$ cat config.mk
export PLATFORM = sky130hd
export DESIGN_NAME = line_draw_ctrl
export DESIGN_NICKNAME = d
export VERILOG_FILES = /design/src/rtl/line_draw_ctrl.sv
export SDC_FILE = /design/constraint.sdc
export NUM_CORES = 1
export LEC_CHECK = 0
export CAP_MARGIN = 20
export CORE_MARGIN = 1.5
export CORE_UTILIZATION = 46
export DETAILED_ROUTE_END_ITERATION = 7
export GPL_TIMING_DRIVEN = 0
export HOLD_SLACK_MARGIN = 0.12
export PLACE_DENSITY = 0.79
export SYNTH_ARGS = -nofsm -noshare
export SYNTH_HDL_FRONTEND = slang
export SYNTH_SLANG_ARGS = --single-unit
$ cat constraint.sdc
create_clock -name clock -period 2 [get_ports clock]
set_clock_uncertainty 0.1 [all_clocks]
set_input_delay 0.4 -clock clock [delete_from_list [all_inputs] [get_ports clock]]
set_output_delay 0.4 -clock clock [all_outputs]
set_load 0.01 [all_outputs]
$ cat src/rtl/line_draw_ctrl.sv
// line_draw_ctrl
//   Memory-mapped register front end for the line-drawing peripheral. It holds
//   the endpoint, colour and mode registers, launches the Bresenham core with a
//   go/done handshake and reports status back to the processor. In stall mode
//   (MODE=0) any bus access made while a line is being drawn is held off with
//   waitrequest. In poll mode (MODE=1) the bus is never stalled.
//
//   Optional feature macro: LINE_DRAW_CTRL_IRQ_EN (adds irq port + STATUS bit2 irq_en)
//
// Ports
//   clock, reset_n          system clock (posedge), synchronous active-low reset
//   address[2:0]            0 MODE, 1 STATUS, 2 GO, 3 START, 4 END, 5 COLOR
//   write, read, writedata  Avalon-MM slave request
//   readdata, waitrequest   Avalon-MM slave response (readdata combinational)
//   core_go                 one-cycle launch pulse to the core
//   core_x0/y0/x1/y1/color  launch copies held stable for the core
//   core_done               one-cycle completion pulse from the core
//   irq                     (macro only) done_sticky & irq_en, registered
module line_draw_ctrl #(
  parameter int X_W     = 9,
  parameter int Y_W     = 8,
  parameter int COLOR_W = 3
) (
  input  logic               clock,
  input  logic               reset_n,
  input  logic [2:0]         address,
  input  logic               write,
  input  logic               read,
  input  logic [31:0]        writedata,
  output logic [31:0]        readdata,
  output logic               waitrequest,
  output logic               core_go,
  output logic [X_W-1:0]     core_x0,
  output logic [Y_W-1:0]     core_y0,
  output logic [X_W-1:0]     core_x1,
  output logic [Y_W-1:0]     core_y1,
  output logic [COLOR_W-1:0] core_color,
  input  logic               core_done
`ifdef LINE_DRAW_CTRL_IRQ_EN
  ,
  output logic               irq
`endif
);

  localparam logic [2:0] A_MODE   = 3'd0;
  localparam logic [2:0] A_STATUS = 3'd1;
  localparam logic [2:0] A_GO     = 3'd2;
  localparam logic [2:0] A_START  = 3'd3;
  localparam logic [2:0] A_END    = 3'd4;
  localparam logic [2:0] A_COLOR  = 3'd5;

  typedef enum logic [1:0] {IDLE, LAUNCH, BUSY} state_t;

  state_t               state;
  logic                 mode;
  logic                 done_sticky;
  logic [X_W-1:0]       start_x, end_x;
  logic [Y_W-1:0]       start_y, end_y;
  logic [COLOR_W-1:0]   color;
  logic                 irq_en;

  logic busy, wr_acc, go_launch, status_wr, done_evt;
  logic unused_wd;

  assign busy        = (state != IDLE);
  // Only stall mode holds the bus; in IDLE nothing is ever stalled, so the
  // launching GO write always goes straight through.
  assign waitrequest = (read | write) & busy & ~mode;
  assign wr_acc      = write & ~waitrequest;
  assign go_launch   = wr_acc & (address == A_GO) & (state == IDLE);
  assign status_wr   = wr_acc & (address == A_STATUS);
  assign done_evt    = core_done & (state == BUSY);
  assign unused_wd   = ^writedata;

  always_comb begin
    readdata = '0;
    case (address)
      A_MODE:   readdata[0] = mode;
      A_STATUS: begin
        readdata[0] = busy;
        readdata[1] = done_sticky;
        readdata[2] = irq_en;
      end
      A_START: begin
        readdata[X_W-1:0]     = start_x;
        readdata[X_W+Y_W-1:X_W] = start_y;
      end
      A_END: begin
        readdata[X_W-1:0]     = end_x;
        readdata[X_W+Y_W-1:X_W] = end_y;
      end
      A_COLOR:  readdata[COLOR_W-1:0] = color;
      default:  readdata = '0;
    endcase
  end

  always_ff @(posedge clock) begin
    if (!reset_n) begin
      state       <= IDLE;
      core_go     <= 1'b0;
      core_x0     <= '0;
      core_y0     <= '0;
      core_x1     <= '0;
      core_y1     <= '0;
      core_color  <= '0;
      mode        <= 1'b0;
      done_sticky <= 1'b0;
      start_x     <= '0;
      start_y     <= '0;
      end_x       <= '0;
      end_y       <= '0;
      color       <= '0;
      irq_en      <= 1'b0;
    end else begin
      // Launch FSM. The launch copies are captured on the accepting edge so
      // that later register writes (poll mode) never disturb a line in flight.
      case (state)
        IDLE: begin
          core_go <= 1'b0;
          if (go_launch) begin
            state      <= LAUNCH;
            core_go    <= 1'b1;
            core_x0    <= start_x;
            core_y0    <= start_y;
            core_x1    <= end_x;
            core_y1    <= end_y;
            core_color <= color;
          end
        end
        LAUNCH: begin
          core_go <= 1'b0;
          state   <= BUSY;
        end
        BUSY: begin
          core_go <= 1'b0;
          if (done_evt) state <= IDLE;
        end
        default: begin
          core_go <= 1'b0;
          state   <= IDLE;
        end
      endcase

      if (wr_acc) begin
        case (address)
          A_MODE:  mode <= writedata[0];
          A_START: begin
            start_x <= writedata[X_W-1:0];
            start_y <= writedata[X_W+Y_W-1:X_W];
          end
          A_END: begin
            end_x <= writedata[X_W-1:0];
            end_y <= writedata[X_W+Y_W-1:X_W];
          end
          A_COLOR: color <= writedata[COLOR_W-1:0];
          default: ;
        endcase
      end

`ifdef LINE_DRAW_CTRL_IRQ_EN
      if (status_wr) irq_en <= writedata[2];
`endif

      // A completion on the same edge as a clear wins, so it is never lost.
      if (done_evt)                    done_sticky <= 1'b1;
      else if (go_launch || status_wr) done_sticky <= 1'b0;
    end
  end

`ifdef LINE_DRAW_CTRL_IRQ_EN
  // irq follows done_sticky one cycle later but drops on the same edge as
  // the clear so software never sees a stale interrupt after acknowledging.
  always_ff @(posedge clock) begin
    if (!reset_n)
      irq <= 1'b0;
    else if ((go_launch || status_wr) && !done_evt)
      irq <= 1'b0;
    else
      irq <= done_sticky & irq_en;
  end
`endif

endmodule

# Word-level counts from Yosys, hierarchy flattened
# Index checks and enable logic that the tools add are counted.
# totals
elab_cells	54
in_bits	40
output_inout_bits	71
reg_bits	79
# op_classes
muxes	9
n_eq_ne	9
bitwise_logic	10
reduce_logical	12
# op_table
op	count
case mux 14 bit (2 select lines)	1
AND reduction 2 bit	7
case mux 2 bit (4 select lines)	1
bitwise AND 1 bit	7
== test 3 x 2 -> 1 bit (second input constant)	2
== test 3 bit (second input constant)	2
case mux 2 bit (3 select lines)	1
case mux 1 bit (5 select lines)	1
two-way mux 2 bit	2
inequality test 2 bit (second input constant)	2
nonzero test 2 bit	2
== test 3 x 1 -> 1 bit (second input constant)	1
zero test 3 bit	1
two-way mux 1 bit	3
== test 2 x 1 -> 1 bit (second input constant)	1
== test 2 bit (second input constant)	1
zero test 2 bit	1
inverter 1 bit	2
logical OR 1 bit	1
OR 1 bit	1

# Depth between registers and ports, before layout
# logic_depth
word_depth	10
ltp_mapped	7
depth_no_buf	3

# Worst setup path before layout
# Ideal clock, no wire load.
# synth_path
kind	in2out
start	in address[0]
end	out readdata[10]
t_arrival_ns	1.351
path_buffers	2
t_required_ns	1.500
path_slack_ns	0.149
cell_stages	4
path_cell_list	buf_4 nor3b_2 clkbuf_1 a22o_1
# synth_via
elab_chain_len	2
word_cells_on_any_way	3
classes_between	eq/ne (2); mux (1)
# synth_rtl
element	line	source
start: declaration	26	input logic [2:0] address,
== test 3 bit or == test 3 x 2 -> 1 bit (tied branches)	77	case (address)
case mux 14 bit (2 select lines) *	77	
end: declaration	30	output logic [31:0] readdata,
# Every way passes the cells marked *; elsewhere a longest branch is shown, timed or not.

# Worst setup path in the final report
# layout_path
start	in address[2]
end	out readdata[14]
# The elaborated chain is that of the path after synthesis.

==> summary.md <==
| Metric | Value |
|---|---|
| Status | `finished, final reports clean` |
| P_leak | `just under 2 nW` |
| Final setup viols | `0` |
| Worst setup EP type | `primary output` |
| WL per Instance | `between 15 and 20 um` |
| Distinct cells, synth | `29` |
| Vias per inst | `around 5.4` |
| Post-synthesis mux area share | `roughly 12%` |
| Filler Cell Count | `just over 600` |
| Flops & latches, synth | `79` |
| Req. time, crit path | `about 1.5 ns` |
| # rows | `31` |
| Reg2Reg Setup Slack | `about 0.080 ns` |
| Die width | `~89 um` |
| Hold Worst Slack | `0.3521 ns` |
| Warnings from Yosys | `0` |
| Post-synthesis sequential area ratio | `between 40% and 50%` |
| Largest net degree at the start of global routing | `14` |
| TritonCTS Buffers | `9` |
| Clk pin slew, worst setup/hold paths | `around 0.08 ns` |
| Area fraction in compound gates after synthesis | `between 10% and 20%` |
| Highest cell delay on the worst timing path | `~0.24 ns` |
| Final Hold Viols | `0` |
| CTS tree | `built` |
| Total track usage | `26.42%` |
| R2R cell count | `5` |
| Htree depth | `3` |
| TritonRoute pass-1 iters | `5` |
| IO Pins | `approximately 110` |
| Routability cong. | `~0.95` |
| First-pass GRT wire length | `around 16000 um` |
| Hold Path Cell Cnt | `4` |
| Slew at the pin with the worst max-slew slack | `0.6339 ns` |
| # hold bufs at CTS | `0` |
| Synthesis-to-layout area growth | `35.35%` |
| Max FO, Critical Path | `8` |
| Slew Limit Headroom | `between 50% and 60%` |
| Number of DRC markers in iteration 0 | `~310` |
| Crit Reg-Reg Startpoint | `state[1]` |
| Vias in the first global route | `3145` |
| Crit path buf inv count | `4` |
| Initial Util | `around 47%` |
| Tcrit/Tclk final | `97.51%` |
| Post-Route WL | `between 9000 and 10000 um` |
| Synth area leaders | `dfxtp_1 (47%), mux2i_1 (12%), nand2_1 (6.3%)` |
| Crit Path Class | `in2out` |
| Cells after Synth | `around 390` |
| CP Launch Type | `input port` |
| PwrDens | `roughly 650 nW/um^2` |
| Max_cap viols | `0` |
| Post-Synth Simple-Gate Area | `roughly 16%` |
| ANT cells | `0` |
| Clk sinks | `~80` |
| Min-Delay Path Class | `in2reg` |
| Slew Viols, Final | `0` |
| Root Buffer | `clkbuf_8` |
| Hold Startpoint | `address[1]` |
| Later-pin clock latency in the skew report | `0.36 ns` |
| Critical path, cell by cell | `buf_4 -> and3b_2 -> buf_6 -> clkbuf_16 -> a22o_1 -> buf_2` |
| Critical path depth | `6` |
| Core footprint | `approximately 7000 um^2` |
| Cell Area, Synth | `about 3400 um^2` |
| Critical path's top delay family | `buffers and inverters` |
| Remaining routing DRC violations | `0` |
| Synth Area per Inst | `just under 9 um^2` |
| Yosys top cell area share | `between 40% and 50%` |
| Clock Path Buffers | `2` |
| Leading area contributor after synthesis | `dfxtp_1` |
| Maximum vdd drop | `around 0.41 mV` |
| XOR/XNOR Fraction of Synth Area | `0%` |
| Die H | `slightly below 90 um` |
| Via count | `about 3300` |
| Routed Antenna Nets | `0` |
| Final net count | `540` |
| Hold Path End | `mode` |
| Total gr overflow | `0` |
| Share of layout cells above drive strength 1 | `approximately 14%` |
| Util after Layout | `63.96%` |
| R2R Path End | `core_y1[1]` |
| Number of antenna violations at the first check in global routing | `0` |
| Final Critical Period | `roughly 2 ns` |
| Die ar. | `7895 um^2` |
| RSZ-0062 raised after global routing | `false` |
| Post-Synth Adder-Cell Area | `0%` |
| DP HPWL | `6869 um` |
| Slowest cell on crit path | `and3b_2` |
| Port Buffer Count | `80` |
| Crit path DAT | `around 1.5 ns` |
| Max Clk Rate | `between 500 and 600 MHz` |
| Largest family of logic cells by synthesized area | `compound AO/OA/AOI/OAI gates` |
[registers in the layout (all words and copies together), names as in the netlist, 8 cells and up]
signal	cells
core_x1	9
core_y1	8
start_y	8
end_x	9
start_x	9
end_y	8
core_y0	8
core_x0	9
[worst min-delay path: stages]
cell and delay [ns]:
buf_6 0.10, nor2_1 0.07, nand4b_1 0.11, mux2i_1 0.07
[repair_timing]
item | CTS | global route
setup endpoints to repair | 18 | 41
setup buffers | 6 | 0
pin swaps | 9 | 2
gates resized for setup | 82 | 11
gates cloned | 2 | 0
[worst max-delay path by stage]
stage	start	end
detailed placement	address[0]	readdata[1]
finish	address[2]	readdata[14]
CTS	address[0]	readdata[14]
floorplan	address[0]	readdata[10]
global route	reset_n	end_y[2]
global placement	address[0]	readdata[1]
[routing by layer]
metal	GRT usage, %	part of all wire, %	vias up	wire (um)
met5	0	0	-	0
met4	14.77	3.1	0	309
met3	4.011	7.6	30	757
met2	40.56	47	177	4631
met1	35.56	42	1528	4198
li1	-	-	1549	-
[final cells by class]
type,count,area (um^2),area share [%]
clock buffer,11,141.4,3.081
buffer,49,314.1,6.843
multi-input combinational,271,1583,34.49
timing repair buffer,88,805.8,17.56
tap,99,123.9,2.699
sequential,79,1583,34.49
inverter,2,7.507,0.1636
clock inverter,5,31.28,0.6816
[stage by stage]
stage	setup slack, ns	area [um^2]	setup TNS [ns]	power, mW	cells
after floorplan	0.1490	3443	0	1.794	402
after global placement	-1.212	4368	-32.67	1.905	581
after detailed placement	-1.213	4368	-35.62	1.909	581
after CTS	-0.002544	4588	-0.002544	2.963	605
after global routing	0.002911	4589	0	3.058	604
final	0.04970	4589	0	2.967	604
[report_power, final]
part / switching, mW / internal (mW)
Clock: 0.590 / 0.483
Sequential: 0.0160 / 1.59
Combinational: 0.158 / 0.129
Total: 0.764 / 2.20
[cell usage after synthesis]
cell type and count:
dfxtp_1 79, nand2_1 57, a21oi_1 41, mux2i_1 40, o21ai_0 40, nand3_1 39, clkbuf_1 25, buf_4 18
a22o_1 14, nor2_1 7, buf_2 4, and3b_1 3, buf_6 3, inv_1 2, nor3_1 2, a221o_1 1
a41o_1 1, and2_1 1, conb_1 1, mux2_2 1, nand2b_1 1, nand3b_1 1, nand4b_1 1, nand4bb_1 1
nor3b_1 1, nor3b_2 1, nor4bb_1 1, o21bai_1 1, or2_2 1
[placed cells by master, fill, tap and decap left out, types with 2 or more instances in the layout]
| cell type | n |
|---|---|
| dfxtp_1 | 78 |
| clkdlybuf4s50_1 | 58 |
| nand2_1 | 57 |
| a21oi_1 | 41 |
| mux2i_1 | 40 |
| o21ai_0 | 40 |
| nand3_1 | 39 |
| buf_4 | 24 |
| clkbuf_1 | 21 |
| buf_2 | 15 |
| conb_1 | 15 |
| a22o_1 | 14 |
| clkbuf_8 | 12 |
| nor2_1 | 7 |
| buf_6 | 6 |
| dlygate4sd2_1 | 5 |
| clkbuf_2 | 3 |
| clkinv_2 | 3 |
| clkdlybuf4s15_1 | 3 |
| and3b_1 | 2 |
| inv_1 | 2 |
| nor3_1 | 2 |
[cells by family after synthesis]
| family | Yosys count |
|---|---|
| simple gates | 117 |
| buf+inv | 52 |
| compound gates | 98 |
| mux | 41 |
| flops | 79 |
| other cells | 1 |
No activity file was read; power rests on OpenSTA's default activity.
